**src/rtl/univ_shift_pkg.sv**
```systemverilog
// Shared definitions for the universal shift register:
// mode encodings, burst FSM states and a small mode helper.
package univ_shift_pkg;

    localparam logic [1:0] MODE_HOLD = 2'b00;
    localparam logic [1:0] MODE_SHR  = 2'b01;
    localparam logic [1:0] MODE_SHL  = 2'b10;
    localparam logic [1:0] MODE_LOAD = 2'b11;

    typedef enum logic [1:0] {
        ST_IDLE  = 2'b00,
        ST_SHIFT = 2'b01,
        ST_DONE  = 2'b10
    } burst_state_t;

    // True for the two modes that move data serially.
    function automatic logic is_shift_mode(input logic [1:0] m);
        return (m == MODE_SHR) || (m == MODE_SHL);
    endfunction

endpackage

```
**src/rtl/shift_burst_ctrl.sv**
```systemverilog
// Burst-shift controller: owns the IDLE/SHIFT/DONE FSM and the remaining-shift
// down-counter. It tells the datapath which operation to perform this cycle
// (dp_op, encoded like mode) and produces busy/done.
module shift_burst_ctrl
    import univ_shift_pkg::*;
#(
    parameter int WIDTH = 8,
    parameter int CNT_W = $clog2(WIDTH + 1)
) (
    input  logic             clk,
    input  logic             rst_n,
    input  logic [1:0]       mode,
    input  logic             start,
    input  logic [CNT_W-1:0] count,
    output logic [1:0]       dp_op,
    output logic             busy,
    output logic             done
);

    burst_state_t     state_reg;
    logic [CNT_W-1:0] remain_reg;
    logic [1:0]       dir_reg;
    logic             busy_reg;
    logic             done_reg;

    logic [CNT_W-1:0] count_clamped;
    logic             burst_req;

    // Requests longer than the register are a full flush, nothing more.
    always_comb begin
        count_clamped = count;
        if (count > CNT_W'(WIDTH)) begin
            count_clamped = CNT_W'(WIDTH);
        end
    end

    assign burst_req = start && is_shift_mode(mode);

    // FSM, down-counter and registered busy/done.
    always_ff @(posedge clk or negedge rst_n) begin
        if (!rst_n) begin
            state_reg  <= ST_IDLE;
            remain_reg <= '0;
            dir_reg    <= MODE_HOLD;
            busy_reg   <= 1'b0;
            done_reg   <= 1'b0;
        end else begin
            case (state_reg)
                ST_IDLE: begin
                    done_reg <= 1'b0;
                    if (burst_req) begin
                        dir_reg  <= mode;
                        busy_reg <= 1'b1;
                        if (count_clamped == '0) begin
                            state_reg  <= ST_DONE;
                            remain_reg <= '0;
                            done_reg   <= 1'b1;
                        end else begin
                            // First shift happens on this edge via dp_op.
                            state_reg  <= ST_SHIFT;
                            remain_reg <= count_clamped - CNT_W'(1);
                        end
                    end else begin
                        busy_reg <= 1'b0;
                    end
                end
                ST_SHIFT: begin
                    busy_reg <= 1'b1;
                    if (remain_reg == '0) begin
                        state_reg <= ST_DONE;
                        done_reg  <= 1'b1;
                    end else begin
                        remain_reg <= remain_reg - CNT_W'(1);
                        done_reg   <= 1'b0;
                    end
                end
                ST_DONE: begin
                    state_reg <= ST_IDLE;
                    busy_reg  <= 1'b0;
                    done_reg  <= 1'b0;
                end
                default: begin
                    state_reg  <= ST_IDLE;
                    remain_reg <= '0;
                    busy_reg   <= 1'b0;
                    done_reg   <= 1'b0;
                end
            endcase
        end
    end

    // Operation the datapath applies on the coming edge.
    always_comb begin
        dp_op = MODE_HOLD;
        case (state_reg)
            ST_IDLE: begin
                // A zero-length burst must not disturb q.
                if (burst_req && (count_clamped == '0)) begin
                    dp_op = MODE_HOLD;
                end else begin
                    dp_op = mode;
                end
            end
            ST_SHIFT: begin
                dp_op = (remain_reg != '0) ? dir_reg : MODE_HOLD;
            end
            default: dp_op = MODE_HOLD;
        endcase
    end

    assign busy = busy_reg;
    assign done = done_reg;

endmodule

```
**src/rtl/univ_shift_reg.sv**
```systemverilog
// Universal shift register: hold, parallel load, single-cycle shifts both
// ways, plus a counted burst-shift engine (shift_burst_ctrl).
module univ_shift_reg
    import univ_shift_pkg::*;
#(
    parameter int WIDTH = 8,
    parameter int CNT_W = $clog2(WIDTH + 1)
) (
    input  logic             clk,
    input  logic             rst_n,
    input  logic [1:0]       mode,
    input  logic [WIDTH-1:0] d,
    input  logic             sin_r,
    input  logic             sin_l,
    input  logic             start,
    input  logic [CNT_W-1:0] count,
    output logic [WIDTH-1:0] q,
    output logic             sout_r,
    output logic             sout_l,
    output logic             busy,
    output logic             done
);

    logic [1:0]       dp_op;
    logic [WIDTH-1:0] q_reg;
    logic [WIDTH-1:0] q_next;
    logic [WIDTH-1:0] shr_val;
    logic [WIDTH-1:0] shl_val;

    shift_burst_ctrl #(
        .WIDTH (WIDTH),
        .CNT_W (CNT_W)
    ) u_ctrl (
        .clk   (clk),
        .rst_n (rst_n),
        .mode  (mode),
        .start (start),
        .count (count),
        .dp_op (dp_op),
        .busy  (busy),
        .done  (done)
    );

    // Per-bit neighbour selection for both shift directions.
    for (genvar gi = 0; gi < WIDTH; gi++) begin : g_bit
        if (gi == WIDTH - 1) begin : g_top
            assign shr_val[gi] = sin_r;
        end else begin : g_mid_r
            assign shr_val[gi] = q_reg[gi+1];
        end
        if (gi == 0) begin : g_bot
            assign shl_val[gi] = sin_l;
        end else begin : g_mid_l
            assign shl_val[gi] = q_reg[gi-1];
        end
    end

    // 4-way next-state mux driven by the controller's chosen operation.
    always_comb begin
        q_next = q_reg;
        case (dp_op)
            MODE_SHR:  q_next = shr_val;
            MODE_SHL:  q_next = shl_val;
            MODE_LOAD: q_next = d;
            default:   q_next = q_reg;
        endcase
    end

    // Datapath register.
    always_ff @(posedge clk or negedge rst_n) begin
        if (!rst_n) begin
            q_reg <= '0;
        end else begin
            q_reg <= q_next;
        end
    end

    assign q      = q_reg;
    assign sout_r = q_reg[0];
    assign sout_l = q_reg[WIDTH-1];

endmodule
```
**config.mk**
```make
export PLATFORM = sky130hd
export DESIGN_NAME = univ_shift_reg
export DESIGN_NICKNAME = d
export VERILOG_FILES = /design/src/rtl/univ_shift_pkg.sv /design/src/rtl/shift_burst_ctrl.sv /design/src/rtl/univ_shift_reg.sv
export SDC_FILE = /design/constraint.sdc
export NUM_CORES = 1
export LEC_CHECK = 0
export BUFFER_PORTS_ARGS = -buffer_cell sky130_fd_sc_hd__buf_2
export CAP_MARGIN = 20
export CORE_MARGIN = 2
export CORE_UTILIZATION = 50
export CTS_CLUSTER_DIAMETER = 40
export CTS_CLUSTER_SIZE = 40
export DETAILED_ROUTE_END_ITERATION = 8
export MAX_ROUTING_LAYER = met4
export PLACE_DENSITY = 0.78
export SETUP_SLACK_MARGIN = 0.02
export SLEW_MARGIN = 10
export SYNTH_ARGS = -nofsm -noshare
export SYNTH_HDL_FRONTEND = slang
export SYNTH_HIERARCHICAL = 1
export SYNTH_SLANG_ARGS = --single-unit
```
**constraint.sdc**
```tcl
create_clock -name clk -period 2.2 [get_ports clk]
set_input_delay 0.11 -clock clk [delete_from_list [all_inputs] [get_ports clk]]
set_output_delay 0.11 -clock clk [all_outputs]
set_load 0.01 [all_outputs]
```
* Word level (Yosys, flattened, before mapping)
Cells that the tools add are included.
** Operators by class
- $add $sub $neg :: 2
- Order comparisons :: 1
- Equal/unequal tests :: 10
- Muxes and demuxes :: 19
- Bitwise operators :: 1
- Reduce and logical (&&, ||, !) cells :: 11
** Operators with widths (number)
- case mux 8 bit (3 select lines) :: 1
- 2-to-1 mux 4 bit :: 4
- case mux 4 bit (3 select lines) :: 1
- 2-to-1 mux 2 bit :: 5
- equality test 2 bit (second input constant) :: 4
- logical NOT 4 bit :: 2
- case mux 2 bit (2 select lines) :: 2
- subtractor 4 x 1 -> 4 bit (second input constant) :: 2
- equality test 2 x 1 -> 1 bit (second input constant) :: 3
- greater-than comparator 4 bit (second input constant) :: 1
- 2-to-1 mux 1 bit :: 4
- != test 2 x 1 -> 1 bit (second input constant) :: 2
- case mux 1 bit (2 select lines) :: 2
- AND reduction 2 bit :: 2
- nonzero test 4 bit :: 1
- AND reduction 3 bit :: 1
- nonzero test 3 bit :: 1
- logical AND 1 bit :: 2
- logical NOT 2 bit :: 1
- != test 2 bit (second input constant) :: 1
- logical OR 1 bit :: 1
- NOT 1 bit :: 1
** Storage, ports and cells
- Flip-flop bits (word level) :: 18
- Input port bits :: 19
- Output and inout bits :: 12
- Word-level logic and storage cells :: 50

* Longest topological paths before layout
- Depth after elaboration :: 8
- Depth in mapped cells :: 7

* Cells and area by module
The synthesis kept the hierarchy.
** Modules (own cells, without submodules)
- shift_burst_ctrl :: instances 1, cells each 61, area an instance 615.6 um^2, seq. area each 250.2 um^2
- univ_shift_reg :: instances 1, cells each 20, area an instance 417.9 um^2, seq. area each 200.2 um^2

* Worst setup path after synthesis
OpenSTA, ideal clock, no wires.
- Path kind :: register to register
- From :: reg u_ctrl.remain_reg[0]
- To :: reg q_reg[0] (netlist: q[0])
- Library setup time :: 0.139 ns
- Data arrival time :: 1.819 ns
- Required time :: 2.061 ns
- Setup slack :: 0.243 ns
- Cell stages (with the launch flop) :: 8
- Buffers on the path :: 1
- Clock period less this slack :: 1.957 ns
- Cells stage by stage :: dfrtp_1 -> inv_1 -> ha_1 -> nor3b_1 -> nor2_1 -> a22o_2 -> buf_6 -> mux4_2
** Between the ends
- Word-level cells in the longest chain between the ends :: 5
- Elaborated cells on any way between the ends :: 8
** RTL lines
- start: declaration :: RTL line shift_burst_ctrl.sv:21 : logic [CNT_W-1:0] remain_reg;
- start signal: assignment :: RTL line shift_burst_ctrl.sv:61 : remain_reg <= count_clamped - CNT_W'(1);
- start signal: assignment :: RTL line shift_burst_ctrl.sv:73 : remain_reg <= remain_reg - CNT_W'(1);
- nonzero test 4 bit * :: RTL line shift_burst_ctrl.sv:105 : dp_op = (remain_reg != '0) ? dir_reg : MODE_HOLD;
- 2-to-1 mux 2 bit * :: RTL line shift_burst_ctrl.sv:105
- case mux 2 bit (2 select lines) * :: RTL line shift_burst_ctrl.sv:95 : case (state_reg)
- named net dp_op[1] :: RTL line univ_shift_reg.sv:24 : logic [1:0] dp_op;
- equality test 2 bit / equality test 2 x 1 -> 1 bit (equally long branches) :: RTL line univ_shift_reg.sv:61 : case (dp_op)
- case mux 8 bit (3 select lines) / nonzero test 3 bit (equally long branches)
- end signal: assignment :: RTL line univ_shift_reg.sv:74 : q_reg <= q_next;
- end: declaration :: RTL line univ_shift_reg.sv:25 : logic [WIDTH-1:0] q_reg;
Mark *: on every way through the listed nets, which the timed path passes. The rest lies on a longest branch.
A chain may end at the register's enable or synchronous reset.

* Worst setup path in the final report
- From :: reg u_ctrl.remain_reg[1]
- To :: reg q_reg[6] (netlist: q[6])
Same word-level chain as after synthesis.

==> impl_metrics.csv <==
group,metric,value,unit
run_status,outcome,"complete, no violations",
drt,via_per_inst,5.96,
clocking,clock_sinks,18,
placed_design,dp_worst_setup_slack,0.0661,ns
drt,drt-total-wl,2260,um
clocking,cts_buffer_depth,2,
die,dieArea,0.00245,mm2
global_route,grt_pass1_vias,796,
global_route,grt_pass1_wl,3520,um
worst_setup_path,slowest_delay,0.54,ns
worst_setup_path,crit_path_cell_trace,"inv_1 > ha_1 > nor3b_2 > nor2_1 > a22o_2 > mux4_2",
clocking,numCtsBuffers,3,
final_layout,nFillCells,173,
drt,drcViolationCount,0,
worst_setup_path,critPathSlowestCell,"mux4_2",
power_and_ir_drop,p_sw,719,uW
global_route,grt_max_degree,19,
clocking,cts-root-buf,"clkbuf_4",
die,die_y,49.5,um
power_and_ir_drop,p_leak,0.000558,uW
timing,slew_violations,0,
synth,synth.cell_area,0.00103,mm2
placed_design,post-dp-hpwl,1670,um
final_layout,largest_reg_flops,8,
clocking,htreeDepth,1,
synth,synth_most_common_cell,"dfrtp_1",
final_layout,area_delta_synth_final,19.2,%
clocking,cts_tree,"built",
die,die_w,49.5,um
global_route,grt_antenna_before_repair,0,
clocking,insertion_delay,0.29,ns
timing,finalSetupViolCount,0,
placed_design,gp_congestion,0.901,
worst_setup_path,end_kind,"register",
timing,worstMarginPinSlew,0.425,ns
power_and_ir_drop,power.total,1840,uW
power_and_ir_drop,p_int,1120,uW
worst_setup_path,arrival,2.22,ns
timing,finalSetupTns,0,ns
synth,synthFlopType,"dfrtp_1",
synth,avgSynthCellArea,12.8,um2
timing,finalHoldViolCount,0,
die,initial_utilization,52.7,%
timing,fin_crit,2.06,ns
hold_path,hold_path.class,"input pin to register",
flow_run,maxCapViolCount,0,
power_and_ir_drop,swShare,39.0,%
timing,setup_ws,0.144,ns
synth,synth_edf_count,0,
placed_design,port_buffers,30,
synth,synth_area_leaders,"dfrtp_1 (44%), mux4_2 (17%), nor2_1 (2.5%), ha_1 (2.4%), buf_6 (2.2%)",
power_and_ir_drop,powerDensity,1490,mW/mm2
timing,rsz0062_at_grt,"false",
die,io_pins,31,
synth,synthTopCellsByCount,"dfrtp_1 (18), mux4_2 (8), nor2_1 (7)",
die,fp.coreArea,0.00196,mm2
global_route,grt.overflow.total,0,
worst_setup_path,crit_type,"register to register",
worst_setup_path,worstPathRequired,2.36,ns
synth,synth_top_area_share,43.6,%
power_and_ir_drop,clock_power_share,8.6,%
timing,fmax,0.486,GHz
synth,ys_seq_elements,18,
power_and_ir_drop,p_seq_share,34.8,%
synth,synth_nets,102,
power_and_ir_drop,share_comb_of_total_power,56.6,%
timing,fin_skew,0.00504,ns
drt,dr.pass1.iters,4,
final_layout,drive_gt1_share,44.6,%
drt,drtIter0Drc,38,
synth,seq_area_frac_synth,43.6,%
final_layout,n_antenna_cell,0,
synth,synth_cell_type_count,36,
global_route,grt_use_total,19.9,%
final_layout,nets,135,
clocking,clkSlewWorstSetupHoldPaths,0.09,ns
timing,relSlewSlack,70.9,%
die,row_count,16,
power_and_ir_drop,ir_drop,0.769,mV
worst_setup_path,crit_buf_inv,1,
worst_setup_path,start_kind,"register",
drt,ant_nets,0,
synth,syn_inst,81,
synth,ys_warn_count,6,
drt,num_vias,828,
timing,min_period_over_period,93.5,%
worst_setup_path,path_max_fanout,8,
synth,async_reset_ff_share,100,%
synth,yosysTopAreaCell,"dfrtp_1",
drt,avgRoutedWirePerCell,16.3,um
worst_setup_path,path_delay_family,"multiplexers",
metrics by stage:
| step | area [um2] | util (%) | std cells | hold WS [ns] |
|---|---|---|---|---|
| 2_1_floorplan | 1030 | - | 81 | -0.186 |
| 3_3_place_gp | 1190 | 60.8 | 135 | 0.0504 |
| 3_5_place_dp | 1190 | 60.8 | 135 | 0.0541 |
| 4_1_cts | 1230 | 62.5 | 139 | 0.104 |
| 5_1_grt | 1230 | 62.8 | 139 | 0.0943 |
| 6_report | 1230 | 62.8 | 139 | 0.107 |
cells in the final DEF (no fill, tap or decap), drive strengths merged:
cell	n
a2111oi	2
a21oi	1
a221oi	1
a22o	3
a311o	1
a31o	1
a32o	1
a32oi	1
and3	2
buf	33
clkbuf	3
dfrtp	18
dlygate4sd3	1
ha	2
inv	4
mux2	2
mux2i	1
mux4	8
nand2	2
nand2b	1
nand3	1
nor2	7
nor3	2
nor3b	2
nor4	3
o21a	1
o21ai	3
o22ai	1
o2bb2ai	2
or3b	1
xor2	1
cell type report:
cell class	instances	area [um2]	area share [%]
clock buffers	3	22.5	1.83
inverters	4	15.0	1.22
multi-input cells	53	528	42.8
flip-flops and latches	18	450	36.5
well taps	27	33.8	2.74
repair buffers	34	183	14.8
what timing repair did:
| action | CTS | global route |
|---|---|---|
| endpoints found under the setup margin | 0 | 8 |
| buffers inserted | 0 | 0 |
| hold buffers | 1 | 0 |
| gates resized for setup | 0 | 2 |
| endpoints found under the hold margin | 18 | 0 |
worst paths after layout:
path                                            from                 to  slack [ns]  depth (start not counted)
worst min register to register     u_ctrl/dir_reg[1]  u_ctrl/dir_reg[1]        0.51                          1
max in group asynchronous                      rst_n               q[6]        1.66                          2
worst max-delay path            u_ctrl/remain_reg[1]               q[6]        0.14                          6
worst min-delay path                         mode[1]  u_ctrl/dir_reg[1]        0.11                          2
worst max register to register  u_ctrl/remain_reg[1]               q[6]        0.14                          6
min in group asynchronous                      rst_n        u_ctrl/busy        0.26                          2
logic make-up after synthesis:
logic type / Yosys count / synth area share, %
simple gates: 21 / 12.0
fa+ha+maj: 2 / 2.42
flops: 18 / 43.6
compound gates: 18 / 13.9
buf+inv: 10 / 5.93
mux: 11 / 20.6
xor+xnor: 1 / 1.57
routing by layer:
| metal | vias up | routed length [um] | GRT usage, % |
|---|---|---|---|
| li1 | 382 | - | - |
| met1 | 400 | 903 | 22.2 |
| met2 | 40 | 1160 | 34.0 |
| met3 | 6 | 151 | 6.36 |
| met4 | 0 | 51 | 6.02 |
| met5 | - | 0 | - |
power by group through the flow:
stage,registers [uW],clock network (uW),logic [uW]
floorplan,658,0,780
finish,641,157,1040
CTS,629,162,1040
global placement,626,0,995
global route,656,182,1140
detailed placement,639,0,1020
Note: power is estimated with default switching activity, not from simulation.
